**config.mk**
```make
export PLATFORM = sky130hd
export DESIGN_NAME = ram_stream_reader
export DESIGN_NICKNAME = d
export VERILOG_FILES = /design/src/rtl/ram_stream_reader.sv
export SDC_FILE = /design/constraint.sdc
export NUM_CORES = 1
export LEC_CHECK = 0
export BUFFER_PORTS_ARGS = -buffer_cell sky130_fd_sc_hd__buf_2
export CORE_MARGIN = 8
export CORE_UTILIZATION = 40
export CTS_BUF_LIST = sky130_fd_sc_hd__clkbuf_16
export CTS_CLUSTER_SIZE = 16
export DETAILED_ROUTE_END_ITERATION = 8
export SYNTH_ARGS = -nofsm -noshare
export SYNTH_HDL_FRONTEND = slang
export SYNTH_SLANG_ARGS = --single-unit
```
**constraint.sdc**
```tcl
create_clock -name clk_i -period 5.8 [get_ports clk_i]
set_input_delay 0 -clock clk_i [delete_from_list [all_inputs] [get_ports clk_i]]
set_output_delay 0 -clock clk_i [all_outputs]
set_load 0.02 [all_outputs]
```
**src/rtl/ram_stream_reader.sv**
```systemverilog
// Streams a burst of words from a synchronous 1R/1W RAM into a valid/ready port.
// Reads are issued only when the small 2-entry FIFO has room for every word still in flight.
module ram_stream_reader #(
  parameter int width_p = 8,
  parameter int depth_p = 128,
  localparam int aw = $clog2(depth_p)
) (
  input  logic               clk_i,
  input  logic               reset_ni,
  input  logic               start_i,
  input  logic [aw-1:0]      base_addr_i,
  input  logic [aw:0]        len_i,
  output logic               busy_o,
  output logic               done_o,
  output logic [aw-1:0]      rd_addr_o,
  input  logic               wr_block_i,
  input  logic [width_p-1:0] rd_data_i,
  output logic [width_p-1:0] data_o,
  output logic               valid_o,
  input  logic               ready_i
);

  typedef enum logic [1:0] {IDLE, RUN, DRAIN} state_t;

  localparam logic [aw-1:0] last_addr = aw'(depth_p - 1);
  localparam logic [aw-1:0] one_addr  = aw'(1);
  localparam logic [aw:0]   one_len   = (aw + 1)'(1);

  state_t state, state_next;

  logic [aw-1:0]      rd_addr;
  logic [aw:0]        issue_left;
  logic               inflight;
  logic               done;
  logic [width_p-1:0] fifo [0:1];
  logic               wr_ptr, rd_ptr;
  logic [1:0]         count;
  logic [1:0]         outstanding;

  logic accept, accept_empty, pop, credit, issue, last_pop, head_valid;

  assign head_valid   = (count != 2'd0);
  assign accept       = (state == IDLE) && start_i && (len_i != '0);
  assign accept_empty = (state == IDLE) && start_i && (len_i == '0);
  assign pop          = head_valid && ready_i;
  // Words already in the FIFO plus the one read in flight must never exceed two slots.
  assign outstanding  = count + {1'b0, inflight};
  assign credit       = (outstanding <= 2'd1) || ((outstanding == 2'd2) && pop);
  assign issue        = (state == RUN) && !wr_block_i && credit;
  assign last_pop     = (state == DRAIN) && pop && !inflight && (count == 2'd1);

  always_ff @(posedge clk_i or negedge reset_ni) begin
    if (!reset_ni) state <= IDLE;
    else           state <= state_next;
  end

  always_comb begin
    state_next = state;
    unique case (state)
      IDLE:    if (accept) state_next = RUN;
      RUN:     if (issue && (issue_left == one_len)) state_next = DRAIN;
      DRAIN:   if (last_pop) state_next = IDLE;
      default: state_next = IDLE;
    endcase
  end

  always_comb begin
    busy_o    = (state != IDLE);
    valid_o   = head_valid;
    data_o    = head_valid ? fifo[rd_ptr] : '0;
    rd_addr_o = rd_addr;
    done_o    = done;
  end

  always_ff @(posedge clk_i or negedge reset_ni) begin
    if (!reset_ni) begin
      rd_addr    <= '0;
      issue_left <= '0;
      inflight   <= 1'b0;
      done       <= 1'b0;
    end else begin
      inflight <= issue;
      done     <= accept_empty || last_pop;
      if (accept) begin
        rd_addr    <= base_addr_i;
        issue_left <= len_i;
      end else if (issue) begin
        rd_addr    <= (rd_addr == last_addr) ? '0 : rd_addr + one_addr;
        issue_left <= issue_left - one_len;
      end
    end
  end

  // RAM data for a read appears one edge after the issue, so the in-flight flag is the push strobe.
  always_ff @(posedge clk_i or negedge reset_ni) begin
    if (!reset_ni) begin
      fifo[0] <= '0;
      fifo[1] <= '0;
      wr_ptr  <= 1'b0;
      rd_ptr  <= 1'b0;
      count   <= 2'd0;
    end else begin
      if (inflight) begin
        fifo[wr_ptr] <= rd_data_i;
        wr_ptr       <= !wr_ptr;
      end
      if (pop) rd_ptr <= !rd_ptr;
      count <= count + {1'b0, inflight} - {1'b0, pop};
    end
  end

endmodule

```
# Word level (Yosys, flattened, before mapping)
# Cells that the tools add are included.
[word_totals]
regBits = 39
input_bits = 28
word_cells = 70
[op_classes]
n_addsub = 4
magnitude_cmp = 4
eq_ne = 9
muxes = 16
bitwise = 2
n_reduce_logical = 25
[ops]
columns = ["op", "count"]
rows = [
  ["two-way mux 8 bit", 7],
  ["two-way mux 7 bit", 3],
  ["bitwise mux 16 bit", 1],
  ["logical AND 1 bit", 12],
  ["demux 8 bit (select 1 bit)", 1],
  ["equality test 8 x 1 -> 1 bit (second input constant)", 1],
  ["logical NOT 8 bit", 1],
  ["nonzero test 8 bit", 1],
  ["subtractor 8 x 1 -> 8 bit (second input constant)", 1],
  ["adder 7 x 1 -> 7 bit (second input constant)", 1],
  ["equality test 7 bit (second input constant)", 1],
  ["two-way mux 2 bit", 3],
  ["one-hot mux 2 bit (3 select lines)", 1],
  ["nonzero test 2 bit", 3],
  ["equality test 2 x 1 -> 1 bit (second input constant)", 2],
  ["equality test 2 bit (second input constant)", 2],
  [">= comparator 2 bit (second input constant)", 2],
  ["logical NOT 1 bit", 4],
  ["inequality test 2 bit (second input constant)", 2],
  ["NOT 1 -> 2 bit", 2],
  ["AND reduction 3 bit", 1],
  ["adder 2 x 1 -> 2 bit", 1],
  ["<= comparator 2 x 1 -> 1 bit (second input constant)", 1],
  ["logical NOT 2 bit", 1],
  ["other kinds (4)", 5],
]

# Longest topological paths before layout
[logic_depth]
word_depth = 8
depth_mapped = 7
mapped_depth_nobuf = 6

# Worst setup path before layout
# OpenSTA, ideal clock, no wires.
[synth_timing]
path_kind = "register to register"
from = "register inflight"
to = "register issue_left[4]"
setup_ps = 82
arrival_time_ps = 1804
setup_slack_ps = 3915
stages_incl_launch_ff = 7
synth_period_minus_slack_ps = 1885
path_cell_list = "dfrtp_1 -> ha_1 -> and3b_1 -> o221ai_2 -> buf_2 -> or4_1 -> a31oi_1"
[synth_between]
elab_chain_len = 6
[synth_rtl]
columns = ["item", "line", "rtl"]
rows = [
  ["from (decl)", "33", "logic inflight;"],
  ["from (signal assigned)", "82", "inflight <= issue;"],
  ["adder 2 x 1 -> 2 bit *", "47", "assign outstanding = count + {1'b0, inflight};"],
  ["equality test 2 bit", "48", "assign credit = (outstanding <= 2'd1) || ((outstanding == 2'd2) && pop);"],
  ["logical AND 1 bit", "48", ""],
  ["logical OR 1 bit *", "48", ""],
  ["logical AND 1 bit *", "49", "assign issue = (state == RUN) && !wr_block_i && credit;"],
  ["nonzero test 2 bit (no line) *", "n/a", ""],
  ["to (signal assigned)", "86", "issue_left <= len_i;"],
  ["to (signal assigned)", "89", "issue_left <= issue_left - one_len;"],
  ["to (decl)", "32", "logic [aw:0] issue_left;"],
]
# Every way passes the cells marked *; elsewhere a longest branch is shown, timed or not.
# A chain may end at the register's enable or synchronous reset.

# Worst setup path in the final report
[layout_timing]
from = "register inflight"
to = "register state[1]"
[layout_between]
elab_chain_len = 8
[layout_rtl]
columns = ["item", "line", "rtl"]
rows = [
  ["adder 2 x 1 -> 2 bit", "47", ""],
  ["equality test 2 bit", "48", ""],
  ["logical AND 1 bit", "48", ""],
  ["logical OR 1 bit", "48", ""],
  ["logical AND 1 bit", "49", ""],
  ["logical AND 1 bit", "61", "RUN: if (issue && (issue_left == one_len)) state_next = DRAIN;"],
  ["inequality test 2 x 1 -> 1 bit (no line)", "n/a", ""],
  ["AND reduction 3 bit (no line) *", "n/a", ""],
  ["to (signal assigned)", "54", "else state <= state_next;"],
  ["to (decl)", "29", "state_t state, state_next;"],
]
# Marked as above.

==> key figures <==
STA
  – Layout Skew: 0.00432 ns
  – Worst hold margin: 0.00599 ns
  – Fin crit share: 51.2%
  – Worst Max-Slew Pin Slew: 0.939 ns
  – Fmax: 337 MHz
  – Worst slew margin: 37.0%
  – Tmin final: 2.97 ns
  – Final setup fails: 0
  – Final WS setup: 2.83 ns
  – RSZ-0062 raised after global routing: false
  – Final Max Tran Viols: 0
  – Final Hold Fails: 0
  – Total negative slack: 0 ns

GRT
  – Vias in the first global route: 1,807
  – Largest net degree at the start of global routing: 40
  – Met3 Track Usage GR: 4.32%
  – Met1 usage: 16.9%
  – First-pass GRT wire length: 8340 microns
  – Met2 GRT Util: 22.6%
  – Gr ovfl total: 0
  – Initial antenna violation count: 0
  – GRT Total Usage: 13.7%
  – GR peak layer: met2

Clock tree
  – Clk slew on worst S/H paths: 0.06 ns
  – CTS tree: yes
  – Setup bufs post-CTS: 0
  – Clock sink total: 39
  – CTS H-tree depth: 2
  – Root Driver: clkbuf_16
  – Skew-Pair Late Insertion Delay: 0.28 ns
  – Max clock buf depth: 2
  – Num CTS Buffers: 5

Critical path
  – CP required: 5.96 ns
  – Max incr delay on CP: 0.69 ns
  – Reg2reg end: state[1]
  – Cell Chain, Critical Path: ha_1 > and3b_1 > o221ai_2 > clkinv_1 > and4b_1 > or2_1
  – CP top delay family: simple AND/OR/NAND/NOR gates
  – CP max FO: 20
  – Worst r2r path cells: 6
  – Critical R2R Launch: inflight
  – Reg2Reg Setup Slack: 2.83 ns
  – Slowest cell on the critical path: o221ai_2
  – CP arrival: 3.13 ns
  – Setup crit end kind: flip-flop
  – Crit Path Category: flip-flop to flip-flop
  – Critical path launch point type: flip-flop
  – Crit path buffers/inverters: 1

Finish
  – Nets: 290
  – Layout cells sized above 1: 28.7%
  – Commonest non-fill, non-tap cell in the layout: buf_2
  – Commonest cells after routing, fill and taps aside: buf_2, dfrtp_1, nor2_1
  – Inserted Diodes: 0
  – Area delta synth->final: 31.5%

Synth
  – Synth Cell Area: 2060 sq um
  – EDFF count, synth: 0
  – Predominant post-synthesis flop cell: dfrtp_1
  – Yosys reg bits: 39
  – Syn Area/Cell: 10.8 sq um
  – Cell count after synthesis: 191
  – Synthesis warning total: 0
  – Synth cell types: 39
  – Post-synth ARST share: 100%
  – Net Count, Synth: 224
  – Sequential-to-total area share from yosys stat: 47.4%

Pwr
  – Leakage: 1.22 nW
  – Max rail drop VDD: 275 uV
  – Overall power: 1.53 mW
  – PD cells: 566 nW/um^2

Placement
  – Setup WS pre-CTS: 2.88 ns
  – Final Wtd Congestion: 0.806
  – IO Port Bufs: 45
  – Detail Placement HPWL: 3350 microns

Detailed routing
  – Final ANT Viol Nets: 0
  – Vias/cell: 5.18
  – Via Count: 1,699
  – DRC Markers: 0
  – Drt initial violations: 65
  – Routed wire length: 4830 microns
  – Router iterations before antenna repair: 4
  – Routed WL per cell: 14.7 microns

Min path
  – Worst hold stages: 3
  – HP Start: base_addr_i[1]
  – Worst Hold End: rd_addr_o[1]
  – Worst min-delay path class: input pin to flip-flop

Die
  – Row count: 26
  – Starting Density: 40.8%
  – Core Region: 5040 sq um
  – Die X-Extent: 87.7 microns
  – DIE AREA: 7690 sq um
  – IO Pins: 46
  – Die Ht: 87.7 microns

Run
  – Max Cap Viol: 0

Run status
  – Status: finished, final reports clean
## cell families (layout without fill, tap and decap cells)
family | after synthesis | count (layout) | share of synthesized area, %
multiplexers | 30 | 30 | 15.6
AND/OR/NAND/NOR | 70 | 70 | 18.9
adder cells (fa/ha/maj) | 5 | 5 | 3.04
flip-flops | 39 | 39 | 47.4
XOR/XNOR | 4 | 4 | 1.70
AO/OA/AOI/OAI | 26 | 26 | 9.67
buffers and inverters | 17 | 84 | 3.71
## state kept, by name, summed over array words and instances, names as in the netlist
register,count
rd_ptr,1
state,2
done_o,1
wr_ptr,1
count,2
rd_addr_o,7
fifo,16
issue_left,8
inflight,1
## area by class of cell
cell class,count,area [sq um]
clock inverter,3,38.8
clock buffer,5,125
fill,467,2340
multi-input combinational,135,1000
sequential,39,976
timing repair buffer,66,435
tap,70,87.6
inverter,10,37.5
## tightest hold or removal path, stage by stage
cell	delay (ns)
buf_2	0.10
nor2_1	0.10
a31oi_1	0.05
## how the worst max path moves through the flow
stage               slack [ns]  cells past startpoint     start            end
CTS                       2.85                      6  inflight       state[1]
detailed placement        2.88                      6  inflight       state[1]
finish                    2.83                      6  inflight       state[1]
global route              2.57                      6  inflight       state[1]
global placement          2.92                      6  inflight       state[1]
floorplan                 3.91                      6  inflight  issue_left[4]
## power by group
group | internal, mW | switching, mW
Sequential | 0.409 | 0.129
Clock | 0.200 | 0.105
Combinational | 0.313 | 0.373
Total | 0.922 | 0.608
## cells in the mapped netlist, drive strengths merged (3+ instances only)
library cell	n	area, sq um
ha	5	62.6
nand2b	5	31.3
nor2	22	82.6
or4	5	45.0
buf	5	31.3
a31oi	5	31.3
nand2	9	33.8
nor2b	3	18.8
a221o	8	80.1
or3	3	18.8
o21ai	6	30.0
nor3b	5	47.5
nor4	3	18.8
mux2i	14	140
nand3	4	20.0
inv	9	33.8
nor3	5	25.0
dfrtp	39	976
mux2	16	180
## repair_timing
item	CTS	global route
hold endpoints to repair	67	0
hold buffers	21	0
gates resized for setup	0	0
## per-layer routing
metal  wire (microns)  vias up  part of all wire (%)
met5                0        -                     0
met4               37        0                  0.77
met3              251        5                   5.2
met2             2320       37                    48
met1             2220      820                    46
li1                 -      837                     -
## through the flow
step / cell area (sq um) / instances / util, %
floorplan: 2060 / 191 / -
CTS: 2710 / 328 / 53.6
global placement: 2330 / 299 / 46.2
global route: 2710 / 328 / 53.6
finish: 2710 / 328 / 53.6
detailed placement: 2330 / 299 / 46.2
Note: power is estimated with default switching activity, not from simulation.
